===== config.mk =====
export PLATFORM = sky130hd
export DESIGN_NAME = div_iter
export DESIGN_NICKNAME = d
export VERILOG_FILES = /design/src/rtl/div_iter_pkg.sv /design/src/rtl/div_step.sv /design/src/rtl/div_iter.sv
export SDC_FILE = /design/constraint.sdc
export NUM_CORES = 1
export LEC_CHECK = 0
export BUFFER_PORTS_ARGS = -buffer_cell sky130_fd_sc_hd__buf_2
export CAP_MARGIN = 20
export CORE_MARGIN = 5
export CORE_UTILIZATION = 55
export CTS_CLUSTER_SIZE = 40
export DETAILED_ROUTE_END_ITERATION = 7
export PLACE_DENSITY_LB_ADDON = 0.12
export SETUP_SLACK_MARGIN = 0.02
export SYNTH_ARGS = -nofsm -noshare
export SYNTH_HDL_FRONTEND = slang
export SYNTH_SLANG_ARGS = --single-unit

===== constraint.sdc =====
create_clock -name clk -period 3.1 [get_ports clk]
set_input_delay 0.31 -clock clk [delete_from_list [all_inputs] [get_ports clk]]
set_output_delay 0.31 -clock clk [all_outputs]
set_load 0.1 [all_outputs]

===== src/rtl/div_iter_pkg.sv =====
// Shared constants and helpers for the iterative restoring divider.
package div_iter_pkg;

  typedef enum logic [2:0] {
    DIV_FREE   = 3'b000,
    DIV_BYZERO = 3'b001,
    DIV_ON     = 3'b010,
    DIV_FIX    = 3'b011,
    DIV_END    = 3'b100
  } div_state_e;

  localparam logic DivStart          = 1'b1;
  localparam logic DivStop           = 1'b0;
  localparam logic DivResultReady    = 1'b1;
  localparam logic DivResultNotReady = 1'b0;

  function automatic bit steps_legal(input int steps);
    return (steps == 1) || (steps == 2) || (steps == 4) || (steps == 8);
  endfunction

endpackage


===== src/rtl/div_step.sv =====
// One combinational restoring-division step: shift in a dividend bit, trial-subtract.
module div_step #(
  parameter int WIDTH = 32
) (
  input  logic [WIDTH-1:0] part_rem,
  input  logic             dvd_bit,
  input  logic [WIDTH-1:0] divisor,
  output logic [WIDTH-1:0] next_rem,
  output logic             q_bit
);

  // The shifted remainder needs one extra bit; the kept result always fits WIDTH
  // because the remainder stays below the divisor.
  logic [WIDTH:0] shifted, diff;

  assign shifted  = {part_rem, dvd_bit};
  assign diff     = shifted - {1'b0, divisor};
  assign q_bit    = ~diff[WIDTH];
  assign next_rem = q_bit ? diff[WIDTH-1:0] : shifted[WIDTH-1:0];

endmodule


===== src/rtl/div_iter.sv =====
// Multi-cycle restoring divider (signed/unsigned), STEPS quotient bits per clock.
module div_iter
  import div_iter_pkg::*;
#(
  parameter int WIDTH = 32,
  parameter int STEPS = 1
) (
  input  logic               clk,
  input  logic               rst,
  input  logic               signed_div_i,
  input  logic [WIDTH-1:0]   opdata1_i,
  input  logic [WIDTH-1:0]   opdata2_i,
  input  logic               start_i,
  input  logic               annul_i,
  output logic [2*WIDTH-1:0] result_o,
  output logic               ready_o,
  output logic               dbz_o,
  output logic               busy_o
);

  localparam int N     = WIDTH / STEPS;
  localparam int CNT_W = $clog2(N + 1);

  if (!steps_legal(STEPS) || (WIDTH % STEPS) != 0 || WIDTH < 8) begin : g_bad_params
    $error("div_iter: illegal WIDTH/STEPS combination");
  end

  div_state_e state, state_n;
  logic [CNT_W-1:0] cnt;
  logic             sgn_q, neg1_q, neg2_q, dbz_q;
  logic [WIDTH-1:0] dvd_q, dvsr_q, rem_q;
  logic [WIDTH-1:0] mag1, mag2;
  logic             accept;

  logic [STEPS:0][WIDTH-1:0] rem_chain;
  logic [STEPS-1:0]          q_bits;

  assign mag1   = (signed_div_i && opdata1_i[WIDTH-1]) ? -opdata1_i : opdata1_i;
  assign mag2   = (signed_div_i && opdata2_i[WIDTH-1]) ? -opdata2_i : opdata2_i;
  assign accept = (state == DIV_FREE) && (start_i == DivStart) && !annul_i;
  assign busy_o = (state != DIV_FREE);

  // dvd_q doubles as the quotient register: dividend bits leave the top while
  // quotient bits enter the bottom.
  assign rem_chain[0] = rem_q;
  for (genvar s = 0; s < STEPS; s++) begin : g_step
    div_step #(.WIDTH(WIDTH)) u_step (
      .part_rem (rem_chain[s]),
      .dvd_bit  (dvd_q[WIDTH-1-s]),
      .divisor  (dvsr_q),
      .next_rem (rem_chain[s+1]),
      .q_bit    (q_bits[STEPS-1-s])
    );
  end

  always_ff @(posedge clk) begin
    if (rst) state <= DIV_FREE;
    else     state <= state_n;
  end

  always_comb begin
    state_n = state;
    case (state)
      DIV_FREE:   if (accept) state_n = (opdata2_i == '0) ? DIV_BYZERO : DIV_ON;
      DIV_BYZERO: state_n = annul_i ? DIV_FREE : DIV_END;
      DIV_ON: begin
        if (annul_i)                       state_n = DIV_FREE;
        else if (cnt == CNT_W'(N - 1))     state_n = DIV_FIX;
      end
      DIV_FIX:    state_n = annul_i ? DIV_FREE : DIV_END;
      DIV_END:    if (start_i == DivStop) state_n = DIV_FREE;
      default:    state_n = DIV_FREE;
    endcase
  end

  always_ff @(posedge clk) begin
    if (rst) begin
      cnt      <= '0;
      sgn_q    <= 1'b0;
      neg1_q   <= 1'b0;
      neg2_q   <= 1'b0;
      dbz_q    <= 1'b0;
      dvd_q    <= '0;
      dvsr_q   <= '0;
      rem_q    <= '0;
      result_o <= '0;
      ready_o  <= DivResultNotReady;
      dbz_o    <= 1'b0;
    end else begin
      case (state)
        DIV_FREE: begin
          cnt <= '0;
          if (accept) begin
            sgn_q  <= signed_div_i;
            neg1_q <= signed_div_i & opdata1_i[WIDTH-1];
            neg2_q <= signed_div_i & opdata2_i[WIDTH-1];
            dvd_q  <= mag1;
            dvsr_q <= mag2;
            rem_q  <= '0;
            dbz_q  <= 1'b0;
          end
        end
        DIV_ON: begin
          rem_q <= rem_chain[STEPS];
          dvd_q <= (dvd_q << STEPS) | WIDTH'(q_bits);
          cnt   <= cnt + 1'b1;
        end
        DIV_FIX: begin
          if (sgn_q && (neg1_q ^ neg2_q)) dvd_q <= -dvd_q;
          if (neg1_q)                     rem_q <= -rem_q;
        end
        DIV_BYZERO: begin
          // Negating the latched magnitude recovers the original dividend.
          dvd_q <= '1;
          rem_q <= neg1_q ? -dvd_q : dvd_q;
          dbz_q <= 1'b1;
        end
        DIV_END: begin
          if (start_i == DivStart) begin
            result_o <= {rem_q, dvd_q};
            ready_o  <= DivResultReady;
            dbz_o    <= dbz_q;
          end else begin
            result_o <= '0;
            ready_o  <= DivResultNotReady;
            dbz_o    <= 1'b0;
          end
        end
        default: ;
      endcase
    end
  end

endmodule


# After elaboration in Yosys (flattened, before gate mapping)
# Index checks and enable logic that the tools add are counted.
# Widths: inputs -> output; s select.
# word_totals
input_bits,69
regBits,175
out_inout_bits,67
# classes
n_bitwise,5
reduce_logical,18
muxes,23
eq_ne,10
add_sub_neg,6
# op_table
op,n
$mux 32,8
$pmux 32 s4,2
$neg 32->32,4
$mux 64,1
$sub 33x32->33,1
$logic_not 32->1,1
$or 32x1->32,1
$mux 3,5
$pmux 3 s4,1
$pmux 6 s2,1
$reduce_and 3->1,3
$ne 2x2->1 const B,4
$add 6x1->6 const B,1
$eq 3x2->1 const B,2
$eq 6x5->1 const B,1
$logic_and 1x1->1,5
$reduce_and 2->1,2
$reduce_bool 2->1,2
$reduce_bool 4->1,1
$eq 3x1->1 const B,1
$eq 3x3->1 const B,1
$logic_not 3->1,1
$mux 1,3
$ne 3x3->1 const B,1
other kinds (8),9

# Logic depth before layout (Yosys ltp)
# depth
word_depth,5
ltp_mapped,12
depth_no_buf,11

# By module
# Synthesis repeated with hierarchy kept, for this count alone.
# hier_totals
cells_unflattened,1737
hier_area_um2,13112.6
# by_module_without_submodules
module,area_each_um2,seq_area_each_um2,instances,cells_each
div_iter,10754.1,3503.4,1,1432
div_step,2358.5,0.0,1,305

# Worst setup path before layout
# Ideal clock, no wire load.
# synth_path
path_type,reg2reg
start,register dvd_q[31]
end,register rem_q[1]
setup_time_ns,0.091
path_slack_ns,0.254
t_required_ns,3.009
arrival_ns,2.755
synth_period_minus_slack_ns,2.846
stages_incl_launch_ff,12
path_cell_list,dfxtp_1 > inv_1 > ha_1 > fa_1 > nand2b_1 > a21o_1 > a21oi_2 > o2111a_1 > o311a_1 > nand2_2 > or3_1 > a311oi_1
# synth_between
elab_chain_cells,3
# synth_lines
element,line,text
from (decl),div_iter.sv:31,"logic [WIDTH-1:0] dvd_q, dvsr_q, rem_q;"
from (signal assigned),div_iter.sv:97,dvd_q <= mag1;
from (signal assigned),div_iter.sv:105,dvd_q <= (dvd_q << STEPS) | WIDTH'(q_bits);
from (signal assigned),div_iter.sv:109,if (sgn_q && (neg1_q ^ neg2_q)) dvd_q <= -dvd_q;
$sub 33x32->33,div_step.sv:17,"assign diff = shifted - {1'b0, divisor};"
$mux 32,div_step.sv:19,assign next_rem = q_bit ? diff[WIDTH-1:0] : shifted[WIDTH-1:0];
$pmux 32 s4,div_iter.sv:90,case (state)
to (signal assigned),div_iter.sv:104,rem_q <= rem_chain[STEPS];
to (signal assigned),div_iter.sv:110,if (neg1_q) rem_q <= -rem_q;
to (signal assigned),div_iter.sv:115,rem_q <= neg1_q ? -dvd_q : dvd_q;
to (decl),div_iter.sv:31,
# No other way between the ends.
# A chain may end at the register's enable or synchronous reset.

# Worst setup path in the final report
# layout_path
start,register dvsr_q[29]
end,register rem_q[10]
# layout_between
elab_chain_cells,3
# layout_lines
element,line,text
from (decl),div_iter.sv:31,
from (signal assigned),div_iter.sv:98,dvsr_q <= mag2;
$sub 33x32->33,div_step.sv:17,
$mux 32,div_step.sv:19,
$pmux 32 s4,div_iter.sv:90,
# No other way between the ends.

==> flow_summary.toml <==
[cells_and_area]
multiInputGateArea_um2 = 8570
drive_above_1_share_pct = 16.5
seq_area_um2 = 3500
area_delta_synth_final_pct = 15.6
final_common_cell = "a21oi_1"
fill_cells = 2127
layout_common_cells = "a21oi_1, nand2_1, dfxtp_1, nor2_1, buf_2"
num_antenna_cells = 0
final_nets = 2019

[critical_path]
crit_type = "reg2reg"
r2r_start = "dvsr_q[29]$_SDFFE_PP0P_"
crit_family = "compound AO/OA/AOI/OAI gates"
r2r_setup_slack_ns = 0.14
timing.rr.end = "rem_q[10]$_SDFFE_PP0P_"
path_cells = "inv_1 > ha_1 > a21o_1 > and3_1 > a211o_1 > or3_4 > o311ai_4 > nor2_4 > mux2_1 > o21ba_1"
r2r_cells = 10
cp_slowest_stage_delay_ns = 0.43
critical_path_buf_inv_count = 1
crit_slowest_cell = "o311ai_4"
cp.arrival_ns = 3.31
critPathRequiredTime_ns = 3.45
critical_path.max_fanout = 8
startpoint = "dvsr_q[29]$_SDFFE_PP0P_"
cp-start-kind = "flop"
end_kind = "flop"

[logic_synthesis]
async_reset_ff_share_pct = 0
ys_ff_latch = 175
synth_area_per_cell_um2 = 7.13
postSynthCellCount = 1797
syn_nets = 1904
ys.flop_type = "dfxtp_1"
synthDistinctLibCells = 85
synth_edf_count = 0
synth-seq-area-share_pct = 27.3
yosys_warnings = 0
synth.cell_area_um2 = 12800

[worst_hold_path]
hold_path_end = "state[1]$_SDFFE_PP0P_"
holdPathStages = 2
hp-class = "in2reg"
min_from = "annul_i"

[floorplanning]
start_util_pct = 56.3
io_pins = 136
dieArea_um2 = 26500
rows = 55
die_w_um = 163
die_y_um = 163
core_area_um2 = 22800

[timing]
worst_pin_slew_ns = 0.843
rsz0062_at_grt = "true"
slew_headroom_pct = 43.4
finalCriticalPeriod_ns = 2.96
clock_skew_ns = 0.0187
fmax_mhz = 337
finalHoldViolations = 0
setup_tns_ns = 0
slew_viol_final = 0
finalCritPeriodShare_pct = 95.6
setup_viol = 0

[clock_network]
cts_tree = "yes"
clk_latency_ns = 0.46
htree_num_levels = 4
cts-root-buf = "clkbuf_16"
cts.sinks = 175
cts_hold_buf = 0
cts_buffers = 17
ctsLongestPathBuffers = 2
clkTransAtPathRegs_ns = 0.08

[placed_design]
hpwl_um = 35300
gp_congestion = 1.01
io_buffer_count = 135

[job]
max-cap-violations = 0

[drt]
routed_wl_um = 47100
initialDrtViolationCount = 1695
vias_per_cell = 6.37
wl_met1_um = 19700
wl_per_cell_um = 21.0
met3_length_um = 4530
detail-route-antenna-nets = 0
drc = 0
wl_met2_um = 21100
highest_layer = "met5"
vias = 14200
dr.pass1.iters = 6

[power_and_ir_drop]
p_per_area_nw_per_um2 = 404
p_total_mw = 5.98
worst_ir_drop_vdd_v = 0.000288
p_leak_nw = 5.88

[grt]
grt_pass1_vias = 13000
track_usage_pct = 34.4
antenna_found_initial = 1
grt_max_degree = 70
overflow = 0
grt_pass1_wl_um = 72800

[status]
status = "finished clean"
==> metrics by stage <==
step	setup WS, ns	cell area, um2	cells	utilization, %	hold slack, ns
floorplan	0.254	12800	1797	-	0.387
global placement	0.193	14200	2205	62.2	0.436
detailed placement	0.101	14200	2205	62.2	0.440
CTS	0.0873	14700	2237	64.7	0.138
global route	-0.0168	14800	2238	65.0	0.168
finish	0.137	14800	2238	65.0	0.150
==> metal layers <==
metal	up-vias	track usage (%)
li1	6717	-
met2	742	54.9
met4	2	11.1
met3	138	7.44
met5	-	0
met1	6648	46.5
==> cell type report <==
cell class | instances | area share, %
timing repair buffer | 243 | 10.4
tap | 313 | 2.64
multi-input combinational | 1416 | 57.9
clock buffer | 18 | 2.97
inverter | 59 | 1.50
sequential | 175 | 23.7
clock inverter | 14 | 0.963
==> Yosys cell counts (14+ instances only) <==
| cell | count | area, um2 |
|---|---|---|
| a21oi_1 | 216 | 1080 |
| nand2_1 | 208 | 781 |
| dfxtp_1 | 175 | 3500 |
| nor2_1 | 137 | 514 |
| o21ai_0 | 126 | 631 |
| clkbuf_1 | 121 | 454 |
| nand3_1 | 96 | 480 |
| xor2_1 | 72 | 631 |
| inv_1 | 59 | 221 |
| xnor2_1 | 54 | 473 |
| nor3_1 | 45 | 225 |
| a211oi_1 | 37 | 278 |
| ha_1 | 37 | 463 |
| nor4_1 | 31 | 194 |
| a31oi_1 | 23 | 144 |
| nand2b_1 | 21 | 131 |
| or3_1 | 19 | 119 |
| a21o_1 | 18 | 135 |
| o22ai_1 | 16 | 100 |
| o31ai_1 | 16 | 120 |
| a22oi_1 | 14 | 105 |
| nand3b_1 | 14 | 105 |
==> worst max path at each step <==
stage	slack (ns)	cells past startpoint	endpoint
after CTS	0.09	11	rem_q[30]$_SDFFE_PP0P_
final	0.14	10	rem_q[10]$_SDFFE_PP0P_
after global placement	0.19	11	rem_q[1]$_SDFFE_PP0P_
after global routing	-0.02	11	rem_q[1]$_SDFFE_PP0P_
after floorplan	0.25	11	rem_q[1]$_SDFFE_PP0P_
after detailed placement	0.10	11	rem_q[30]$_SDFFE_PP0P_
==> cells by family (layout without fill, tap and decap cells) <==
| family | count (synthesis) | count (layout) | synth area share, % |
|---|---|---|---|
| XOR/XNOR | 126 | 126 | 8.61 |
| flip-flops | 175 | 175 | 27.3 |
| multiplexers | 14 | 14 | 1.10 |
| AO/OA/AOI/OAI | 588 | 588 | 28.4 |
| buffers and inverters | 206 | 334 | 6.24 |
| adder cells (fa/ha/maj) | 38 | 38 | 3.77 |
| AND/OR/NAND/NOR | 650 | 650 | 24.5 |
==> state kept, by name (all words and copies together) (netlist names) <==
register / count
cnt: 6
dvsr_q: 32
dbz_o: 1
ready_o: 1
dvd_q: 32
neg2_q: 1
dbz_q: 1
result_o: 64
neg1_q: 1
state: 3
rem_q: 32
sgn_q: 1
==> power breakdown <==
group,switching [mW],internal (mW)
registers,0.0748,2.32
clock network,1.11,1.10
logic,0.884,0.500
total,2.07,3.91
==> repair_timing <==
| action | in CTS | in global routing |
|---|---|---|
| setup endpoints to repair | 0 | 24 |
| setup buffers | 0 | 1 |
| resized for setup | 0 | 14 |
Note: power is estimated with default switching activity, not from simulation.
